===== src/rtl/i2c_target_byte_engine.sv =====
// Target-side I2C byte engine: synchronizes raw SCL/SDA, detects START/STOP, matches a
// 7-bit address, then receives or transmits bytes MSB-first with ACK/NACK handling.
module i2c_target_byte_engine #(
    parameter int         SYNC_STAGES  = 2,
    parameter int         ADDR_WIDTH   = 7,
    parameter logic [7:0] IDLE_TX_BYTE = 8'hFF
) (
    input  logic                  i_sys_clk,
    input  logic                  i_rst_n,
    input  logic                  i_enable,
    input  logic [ADDR_WIDTH-1:0] i_own_addr,
    input  logic                  i_scl,
    input  logic                  i_sda,
    output logic                  o_sda_oe,
    input  logic [7:0]            i_tx_data,
    input  logic                  i_tx_valid,
    output logic                  o_tx_ready,
    output logic                  o_tx_underrun,
    output logic [7:0]            o_rx_data,
    output logic                  o_rx_valid,
    input  logic                  i_rx_ack,
    output logic                  o_start_det,
    output logic                  o_stop_det,
    output logic                  o_addr_match,
    output logic                  o_rw,
    output logic                  o_busy
);
    typedef enum logic [2:0] {
        ST_IDLE, ST_ADDR, ST_ADDR_ACK, ST_RX_BYTE, ST_RX_ACK, ST_TX_BYTE, ST_TX_ACKCHK
    } state_t;

    logic [SYNC_STAGES-1:0] scl_sync_q, scl_sync_d, sda_sync_q, sda_sync_d;
    logic scl_prev_q, scl_prev_d, sda_prev_q, sda_prev_d;
    state_t state_q, state_d;
    logic [2:0] bit_cnt_q, bit_cnt_d;
    logic [7:0] shift_q, shift_d, rx_data_q, rx_data_d;
    logic sda_oe_q, sda_oe_d, addr_match_q, addr_match_d, rw_q, rw_d, busy_q, busy_d;
    logic rx_valid_q, rx_valid_d, start_det_q, start_det_d, stop_det_q, stop_det_d;
    logic byte_done_q, byte_done_d, match_q, match_d, nack_q, nack_d;
    logic scl_s, sda_s, scl_rise, scl_fall, start_cond, stop_cond;
    logic load_tx, tx_ready, tx_underrun;
    logic [7:0] tx_byte;

    assign scl_s      = scl_sync_q[SYNC_STAGES-1];
    assign sda_s      = sda_sync_q[SYNC_STAGES-1];
    assign scl_rise   = scl_s & ~scl_prev_q;
    assign scl_fall   = ~scl_s & scl_prev_q;
    assign start_cond = scl_s & sda_prev_q & ~sda_s;
    assign stop_cond  = scl_s & ~sda_prev_q & sda_s;
    assign tx_byte    = i_tx_valid ? i_tx_data : IDLE_TX_BYTE;

    always_comb begin
        scl_sync_d   = {scl_sync_q[SYNC_STAGES-2:0], i_scl};
        sda_sync_d   = {sda_sync_q[SYNC_STAGES-2:0], i_sda};
        scl_prev_d   = scl_s;
        sda_prev_d   = sda_s;
        state_d      = state_q;
        bit_cnt_d    = bit_cnt_q;
        shift_d      = shift_q;
        rx_data_d    = rx_data_q;
        sda_oe_d     = sda_oe_q;
        addr_match_d = addr_match_q;
        rw_d         = rw_q;
        busy_d       = busy_q;
        byte_done_d  = byte_done_q;
        match_d      = match_q;
        nack_d       = nack_q;
        rx_valid_d   = 1'b0;
        start_det_d  = 1'b0;
        stop_det_d   = 1'b0;
        load_tx      = 1'b0;
        tx_ready     = 1'b0;
        tx_underrun  = 1'b0;

        if (state_q != ST_IDLE && scl_fall && !i_enable) begin
            sda_oe_d = 1'b0;
            state_d  = ST_IDLE;
        end else begin
            case (state_q)
                ST_IDLE: ;
                ST_ADDR: begin
                    if (scl_rise) begin
                        shift_d   = {shift_q[6:0], sda_s};
                        bit_cnt_d = bit_cnt_q + 3'd1;
                        if (bit_cnt_q == 3'd7) begin
                            byte_done_d = 1'b1;
                            match_d     = i_enable && (shift_q[6:0] == i_own_addr);
                        end
                    end else if (scl_fall && byte_done_q) begin
                        byte_done_d = 1'b0;
                        if (match_q) begin
                            sda_oe_d     = 1'b1;
                            addr_match_d = 1'b1;
                            rw_d         = shift_q[0];
                            state_d      = ST_ADDR_ACK;
                        end else begin
                            state_d = ST_IDLE;
                        end
                    end
                end
                ST_ADDR_ACK: begin
                    if (scl_fall) begin
                        sda_oe_d  = 1'b0;
                        bit_cnt_d = 3'd0;
                        if (rw_q) load_tx = 1'b1;
                        else      state_d = ST_RX_BYTE;
                    end
                end
                ST_RX_BYTE: begin
                    if (scl_rise) begin
                        shift_d   = {shift_q[6:0], sda_s};
                        bit_cnt_d = bit_cnt_q + 3'd1;
                        if (bit_cnt_q == 3'd7) begin
                            byte_done_d = 1'b1;
                            rx_data_d   = {shift_q[6:0], sda_s};
                            rx_valid_d  = 1'b1;
                        end
                    end else if (scl_fall && byte_done_q) begin
                        byte_done_d = 1'b0;
                        sda_oe_d    = i_rx_ack;
                        nack_d      = ~i_rx_ack;
                        state_d     = ST_RX_ACK;
                    end
                end
                ST_RX_ACK: begin
                    if (scl_fall) begin
                        sda_oe_d  = 1'b0;
                        bit_cnt_d = 3'd0;
                        state_d   = nack_q ? ST_IDLE : ST_RX_BYTE;
                    end
                end
                ST_TX_BYTE: begin
                    // Bit7 went out at the load edge; falls 1..7 shift out bits 6..0.
                    if (scl_fall) begin
                        if (bit_cnt_q == 3'd7) begin
                            sda_oe_d    = 1'b0;
                            byte_done_d = 1'b0;
                            state_d     = ST_TX_ACKCHK;
                        end else begin
                            sda_oe_d  = ~shift_q[6];
                            shift_d   = {shift_q[6:0], 1'b0};
                            bit_cnt_d = bit_cnt_q + 3'd1;
                        end
                    end
                end
                ST_TX_ACKCHK: begin
                    if (scl_rise) begin
                        if (sda_s) state_d     = ST_IDLE;
                        else       byte_done_d = 1'b1;
                    end else if (scl_fall && byte_done_q) begin
                        byte_done_d = 1'b0;
                        bit_cnt_d   = 3'd0;
                        load_tx     = 1'b1;
                    end
                end
                default: state_d = ST_IDLE;
            endcase
        end

        if (load_tx) begin
            tx_ready    = 1'b1;
            tx_underrun = ~i_tx_valid;
            shift_d     = tx_byte;
            sda_oe_d    = ~tx_byte[7];
            state_d     = ST_TX_BYTE;
        end

        if (start_cond) begin
            state_d      = ST_ADDR;
            bit_cnt_d    = 3'd0;
            byte_done_d  = 1'b0;
            sda_oe_d     = 1'b0;
            addr_match_d = 1'b0;
            busy_d       = 1'b1;
            start_det_d  = 1'b1;
        end else if (stop_cond) begin
            state_d      = ST_IDLE;
            sda_oe_d     = 1'b0;
            addr_match_d = 1'b0;
            busy_d       = 1'b0;
            stop_det_d   = 1'b1;
        end
    end

    always_ff @(posedge i_sys_clk or negedge i_rst_n) begin
        if (!i_rst_n) begin
            scl_sync_q   <= '1;
            sda_sync_q   <= '1;
            scl_prev_q   <= 1'b1;
            sda_prev_q   <= 1'b1;
            state_q      <= ST_IDLE;
            bit_cnt_q    <= 3'd0;
            shift_q      <= 8'h00;
            rx_data_q    <= 8'h00;
            sda_oe_q     <= 1'b0;
            addr_match_q <= 1'b0;
            rw_q         <= 1'b0;
            busy_q       <= 1'b0;
            byte_done_q  <= 1'b0;
            match_q      <= 1'b0;
            nack_q       <= 1'b0;
            rx_valid_q   <= 1'b0;
            start_det_q  <= 1'b0;
            stop_det_q   <= 1'b0;
        end else begin
            scl_sync_q   <= scl_sync_d;
            sda_sync_q   <= sda_sync_d;
            scl_prev_q   <= scl_prev_d;
            sda_prev_q   <= sda_prev_d;
            state_q      <= state_d;
            bit_cnt_q    <= bit_cnt_d;
            shift_q      <= shift_d;
            rx_data_q    <= rx_data_d;
            sda_oe_q     <= sda_oe_d;
            addr_match_q <= addr_match_d;
            rw_q         <= rw_d;
            busy_q       <= busy_d;
            byte_done_q  <= byte_done_d;
            match_q      <= match_d;
            nack_q       <= nack_d;
            rx_valid_q   <= rx_valid_d;
            start_det_q  <= start_det_d;
            stop_det_q   <= stop_det_d;
        end
    end

    // Handshake strobes are combinational so ready and data capture share one cycle.
    assign o_tx_ready    = tx_ready;
    assign o_tx_underrun = tx_underrun;
    assign o_sda_oe      = sda_oe_q;
    assign o_rx_data     = rx_data_q;
    assign o_rx_valid    = rx_valid_q;
    assign o_start_det   = start_det_q;
    assign o_stop_det    = stop_det_q;
    assign o_addr_match  = addr_match_q;
    assign o_rw          = rw_q;
    assign o_busy        = busy_q;
endmodule

===== config.mk =====
export PLATFORM = sky130hd
export DESIGN_NAME = i2c_target_byte_engine
export DESIGN_NICKNAME = d
export VERILOG_FILES = /design/src/rtl/i2c_target_byte_engine.sv
export SDC_FILE = /design/constraint.sdc
export NUM_CORES = 1
export LEC_CHECK = 0
export ABC_AREA = 0
export BUFFER_PORTS_ARGS = -buffer_cell sky130_fd_sc_hd__buf_4
export CAP_MARGIN = 15
export CELL_PAD_IN_SITES_DETAIL_PLACEMENT = 1
export CELL_PAD_IN_SITES_GLOBAL_PLACEMENT = 2
export CORE_MARGIN = 3
export CORE_UTILIZATION = 35
export DETAILED_ROUTE_END_ITERATION = 8
export PLACE_DENSITY_LB_ADDON = 0.1
export SKIP_CTS_REPAIR_TIMING = 1
export SYNTH_ARGS = -nofsm -noshare
export SYNTH_HDL_FRONTEND = slang
export SYNTH_SLANG_ARGS = --single-unit

===== constraint.sdc =====
create_clock -name i_sys_clk -period 2.4 [get_ports i_sys_clk]
set_input_delay 0.24 -clock i_sys_clk [delete_from_list [all_inputs] [get_ports i_sys_clk]]
set_output_delay 0.24 -clock i_sys_clk [all_outputs]
set_load 0.05 [all_outputs]

# Yosys cells after proc, flatten, opt, wreduce, memory -nomap -nowiden
# Index checks and enable logic that the tools add are counted.
[classes]
addsub = 1
n_eq_ne = 38
mux = 78
bitwise_logic = 16
reduce_logical = 27
[op_table]
columns = ["cell", "count"]
rows = [
  ["$ne A6 B6 Y1 const B", 12],
  ["$mux W3", 23],
  ["$mux W1", 41],
  ["$mux W7", 5],
  ["$ne A3 B3 Y1 const B", 8],
  ["$pmux W3 S7", 1],
  ["$reduce_and A8 Y1", 2],
  ["$reduce_and A5 Y1", 3],
  ["$reduce_bool A3 Y1", 5],
  ["$pmux W7 S2", 1],
  ["$eq A3 B3 Y1 const B", 4],
  ["$ne A3 B1 Y1 const B", 4],
  ["$pmux W3 S4", 1],
  ["$reduce_and A12 Y1", 1],
  ["$reduce_and A4 Y1", 3],
  ["$not A1 Y1", 10],
  ["$mux W8", 1],
  ["$reduce_bool A8 Y1", 1],
  ["$eq A7 B7 Y1", 1],
  ["$and A1 B1 Y1", 6],
  ["$eq A3 B2 Y1 const B", 2],
  ["$ne A6 B1 Y1 const B", 1],
  ["$reduce_and A6 Y1", 1],
  ["$ne A5 B5 Y1 const B", 1],
  ["other kinds (16)", 22],
]
[totals]
register_bits = 37
input_bits = 22
output_inout_bits = 17
elab_cells = 178

# Depth between registers and ports, before layout
[depth]
depth_word = 10
mapped_depth = 7
ltp_nobuf = 7

# Worst setup path before layout
# Ideal clock, no wire load.
[synth_path]
kind = "reg2out"
start = "register rw_q, in the netlist o_rw"
end = "output port o_tx_underrun"
arrival_time_ps = 2175
t_required_ps = 2160
path_slack_ps = -15
path_stages_with_launch = 6
n_path_buf = 2
path_cell_list = "dfrtp_1 -> mux2i_1 -> or4_4 -> buf_6 -> buf_2 -> nor2_1"
[synth_between]
elab_chain_len = 5
[synth_rtl]
columns = ["element", "line", "text"]
rows = [
  ["from (decl)", "37", "logic sda_oe_q, sda_oe_d, addr_match_q, addr_match_d, rw_q, rw_d, busy_q, busy_d;"],
  ["from (signal assigned)", "216", "rw_q <= rw_d;"],
  ["$mux W1", "105", "if (rw_q) load_tx = 1'b1;"],
  ["$mux W1", "102", "if (scl_fall) begin"],
  ["$pmux W1 S2", "79", "case (state_q)"],
  ["$mux W1", "75", "if (state_q != ST_IDLE && scl_fall && !i_enable) begin"],
  ["$mux W1", "160", "if (load_tx) begin"],
  ["to (decl)", "18", "output logic o_tx_underrun,"],
]
# No other way between the ends.

# Worst setup path after layout
[layout_path]
start = "register state_q[0]"
end = "output port o_tx_ready"
[layout_between]
elab_chain_len = 5
word_cells_on_any_way = 8
cone_classes = "eq/ne: 2; mux: 3; reduce/logical: 3"
[layout_rtl]
columns = ["element", "line", "text"]
rows = [
  ["from (decl)", "34", "state_t state_q, state_d;"],
  ["from (signal assigned)", "210", "state_q <= state_d;"],
  ["branches (longest 3 deep; another with $eq A3 B3 Y1)", "--", ""],
  ["$mux W1 *", "75", ""],
  ["$mux W1 *", "160", ""],
  ["to (decl)", "17", "output logic o_tx_ready,"],
]
# Every way passes the cells marked *.

==> reports/qor_table.md <==
| Step | Parameter | Value |
|---|---|---|
| cts | Clock root buffer | clkbuf_8 |
| logic synthesis | Number of enable-type register cells in the synthesized netlist | 0 |
| logic synthesis | Post-synthesis sequential element count | 37 |
| grt | Antenna violations before repair | 0 |
| worst hold path | Hold/Removal Path Class | primary input to flip-flop |
| logic synthesis | Post-synthesis async set-or-reset flop share | 100.0% |
| status | Run status | finished, final reports clean |
| grt | Total gr overflow | 0 |
| logic synthesis | Post-synth design cell area | 2100 µm² |
| logic synthesis | Post-synthesis cell count | 203 |
| cts | Inserted Clock Buffers | 5 |
| critical path | Worst path cell trace | nand2b_1, or4_4, inv_1, buf_4 |
| timing | Pin slew with the least headroom to its limit | 0.5453 ns |
| drt | Number of violations reported at the end of detailed-routing iteration 0 | 137 |
| die | Full die area | 6964 µm² |
| cts | Number of H-tree branching levels | 2 |
| cts | Latest clock arrival within the worst-skew pair | 0.28 ns |
| power | Leakage component of the power | 1.124 nW |
| critical path | Largest fanout on the critical path | 17 |
| die | Starting utilization of the core area | 37.21% |
| place | Half-perimeter wire length of the detailed placement result | 4431 µm |
| logic synthesis | Cell type with the largest total area after synthesis | dfrtp_1 |
| timing | Worst slew margin relative to its limit | 63.51% |
| critical path | Setup crit end kind | primary output |
| timing | Final setup violation count | 0 |
| cts | Number of clock sinks seen by CTS | 37 |
| timing | Final setup skew | 0.003053 ns |
| cts | Register clock-pin slew on the reported worst setup and hold paths | 0.07 ns |
| critical path | Element type at the critical path start | flip-flop |
| logic synthesis | Proportion of synthesized chip area in sequential cells | 44.46% |
| grt | Vias in the first global route | 1936 |
| critical path | Setup Crit Path Kind | flip-flop to primary output |
| layout | Proportion of layout cells with a drive suffix above 1 | 33.33% |
| place | Number of buffers inserted by port buffering | 38 |
| critical path | CP max-delay cell | or4_4 |
| logic synthesis | Area share of the largest cell type after synthesis | 36.95% |
| layout | Count of antenna diodes in the layout | 0 |
| drt | First drt pass iteration count | 7 |
| grt | All-layer global routing usage | 17.59% |
| critical path | Worst endpoint data arrival time | 2.01 ns |
| drt | Detail-routed via count per cell | 5.544 |
| critical path | Worst-case reg-to-reg path depth | 7 |
| drt | Antenna Violating Nets Remaining | 0 |
| drt | Post-Route WL | 5878 µm |
| job | Max-cap check violation count | 0 |
| cts | TritonCTS clock tree | yes |
| logic synthesis | Number of nets in the synthesized netlist | 227 |
| logic synthesis | Synthesis Warnings | 0 |
| power | Worst supply voltage drop on vdd | 0.4238 mV |
| grt | Global-route wire length before repair | 9784 µm |
| die | Top-level port count | 39 |
| die | Placement row count | 27 |
| grt | Maximum number of pins on one net before global-route repair | 38 |
| timing | Number of endpoints with negative hold slack in the final report | 0 |
| layout | Net count, final | 269 |
| critical path | End of the worst register-to-register path | bit_cnt_q[1] |
| power | Power per standard cell area | 820.7 nW/µm² |
| critical path | Worst EP required | 2.16 ns |
| timing | Setup TNS | 0 ns |
| layout | Register area | 934.6 µm² |
| logic synthesis | Leading cell types by total area after synthesis | dfrtp_1, dfstp_2, mux2_2, mux2i_1, a21oi_1 |
| logic synthesis | Average footprint of a synthesized cell | 10.34 µm² |
| place | Placer's final routability congestion estimate | 0.8709 |
| layout | Filler cell count in the final layout | 636 |
| layout | Combined area of the multi-input logic cells | 1086 µm² |
| critical path | Startpoint of the lowest-slack register-to-register path | bit_cnt_q[0] |
| timing | Max-slew violation count | 0 |
| logic synthesis | Unique masters post-synth | 54 |
| timing | Maximum clock frequency | 0.4446 GHz |
| drt | Vias post-DR | 1763 |
| worst hold path | Worst Hold Endpoint | scl_sync_q[0] |
| timing | Unrepaired setup endpoints after global routing | false |
| layout | Area growth from synthesis to layout | 23.66% |
| cts | Clock buffer depth | 2 |
| timing | PnR worst setup slack | 0.1509 ns |
| drt | DRC violation count after routing | 0 |
| logic synthesis | Commonest register cell after synthesis | dfrtp_1 |
| die | Die Height | 83.45 µm |
| timing | Fraction of the cycle the final worst path needs | 93.71% |
| place | Setup slack after placement | 0.1762 ns |
| die | Overall die width | 83.45 µm |
| worst hold path | Beginning of the worst hold path | i_scl |
| die | Placeable core region | 5642 µm² |
| critical path | Setup slack of the worst register-to-register path | 0.21 ns |
| critical path | Max stage delay on crit path | 0.64 ns |
| worst hold path | Count of cells along the worst hold path | 1 |
| timing | Clock period minus final worst setup slack | 2.249 ns |
| drt | Average wire per standard cell | 18.48 µm |
-- critical path: cells and delay by family, from the launching register on --
kind / cells / cell delay [ns]
DFF: 1 / 0.52
and+or+nand+nor: 2 / 0.88
buffers and inverters: 2 / 0.33
-- Yosys cell counts (2+ instances only) --
library cell / instances
a211oi_1: 4
mux2i_1: 10
o21ai_0: 7
o211ai_1: 2
nand3b_1: 2
clkbuf_1: 4
inv_1: 7
nor2_1: 13
nand4_1: 2
o21a_1: 2
buf_2: 4
nand3_1: 5
nor2b_1: 4
mux2_2: 10
nand2_1: 9
dfrtp_1: 31
a31oi_1: 2
a21boi_0: 2
a21oi_1: 17
ha_1: 2
nand2b_1: 7
buf_6: 2
nor3b_1: 9
or3_1: 2
a2bb2oi_1: 2
a311oi_1: 2
nor3_1: 2
dfstp_2: 6
xnor2_1: 7
-- stage by stage --
step                power, W  utilization [%]  hold WS (ns)  instances  area, µm²
global route        0.002279            46.02       0.03942        318       2596
detailed placement  0.001607            43.76        0.2417        309       2469
CTS                 0.002152            45.73      -0.06912        317       2580
finish              0.002131            46.02       0.05970        318       2596
floorplan           0.001369                -      -0.05559        203       2102
global placement    0.001573            43.76        0.2316        309       2469
-- sequential cells by signal, indices dropped and copies added, names as in the netlist, 2 cells and up --
name and flops:
shift_q 7, state_q 3, bit_cnt_q 3, o_rx_data 8
scl_sync_q 2, sda_sync_q 2
-- area by class of cell --
type | count | area share, %
tap | 72 | 3.470
clock buffer | 6 | 2.795
clock inverter | 2 | 1.494
inverter | 7 | 1.012
sequential | 37 | 36.00
multi-input combinational | 148 | 41.83
timing repair buffer | 46 | 13.40
-- power by group --
part | total (W) | switching (W) | internal [W]
Combinational | 0.000675 | 0.000364 | 0.000312
Clock | 0.000532 | 0.000220 | 0.000312
Sequential | 0.000924 | 0.000174 | 0.000750
Total | 0.00213 | 0.000757 | 0.00137
-- logic make-up after synthesis --
logic type | count (synthesis) | synth area share [%]
simple gates | 64 | 18.12
compound gates | 53 | 17.88
flops | 37 | 44.46
mux | 21 | 10.85
buf+inv | 18 | 4.171
xor+xnor | 8 | 3.337
fa+ha+maj | 2 | 1.192
-- layer usage --
metal	global-route usage (%)	vias up	part of all wire [%]
met5	0	-	0
met4	4.971	0	1.1
met3	3.554	11	3.7
met2	31.34	46	51
met1	21.49	883	44
li1	-	823	-
-- layout by cell type, fill, tap and decap left out, types with 4 or more instances in the layout --
cell,count
clkbuf_8,5
buf_4,45
dfrtp_1,30
a21oi_1,17
nor2b_1,4
nor3b_1,8
nand2_1,9
mux2i_1,10
xnor2_1,7
a211oi_1,4
nand3_1,5
o21ai_0,7
mux2_2,10
nor2_1,12
nand2b_1,7
inv_1,7
dfstp_2,6
-- worst max path at each step --
stage / from / slack, ns / end
5_1_grt: bit_cnt_q[0] / 0.02 / bit_cnt_q[1]
4_1_cts: state_q[0] / 0.06 / o_tx_ready
3_3_place_gp: bit_cnt_q[0] / 0.33 / bit_cnt_q[0]
6_report: state_q[0] / 0.15 / o_tx_ready
3_5_place_dp: bit_cnt_q[0] / 0.18 / bit_cnt_q[1]
2_1_floorplan: o_rw / 0.21 / o_tx_underrun
(Power assumes the default switching activity.)
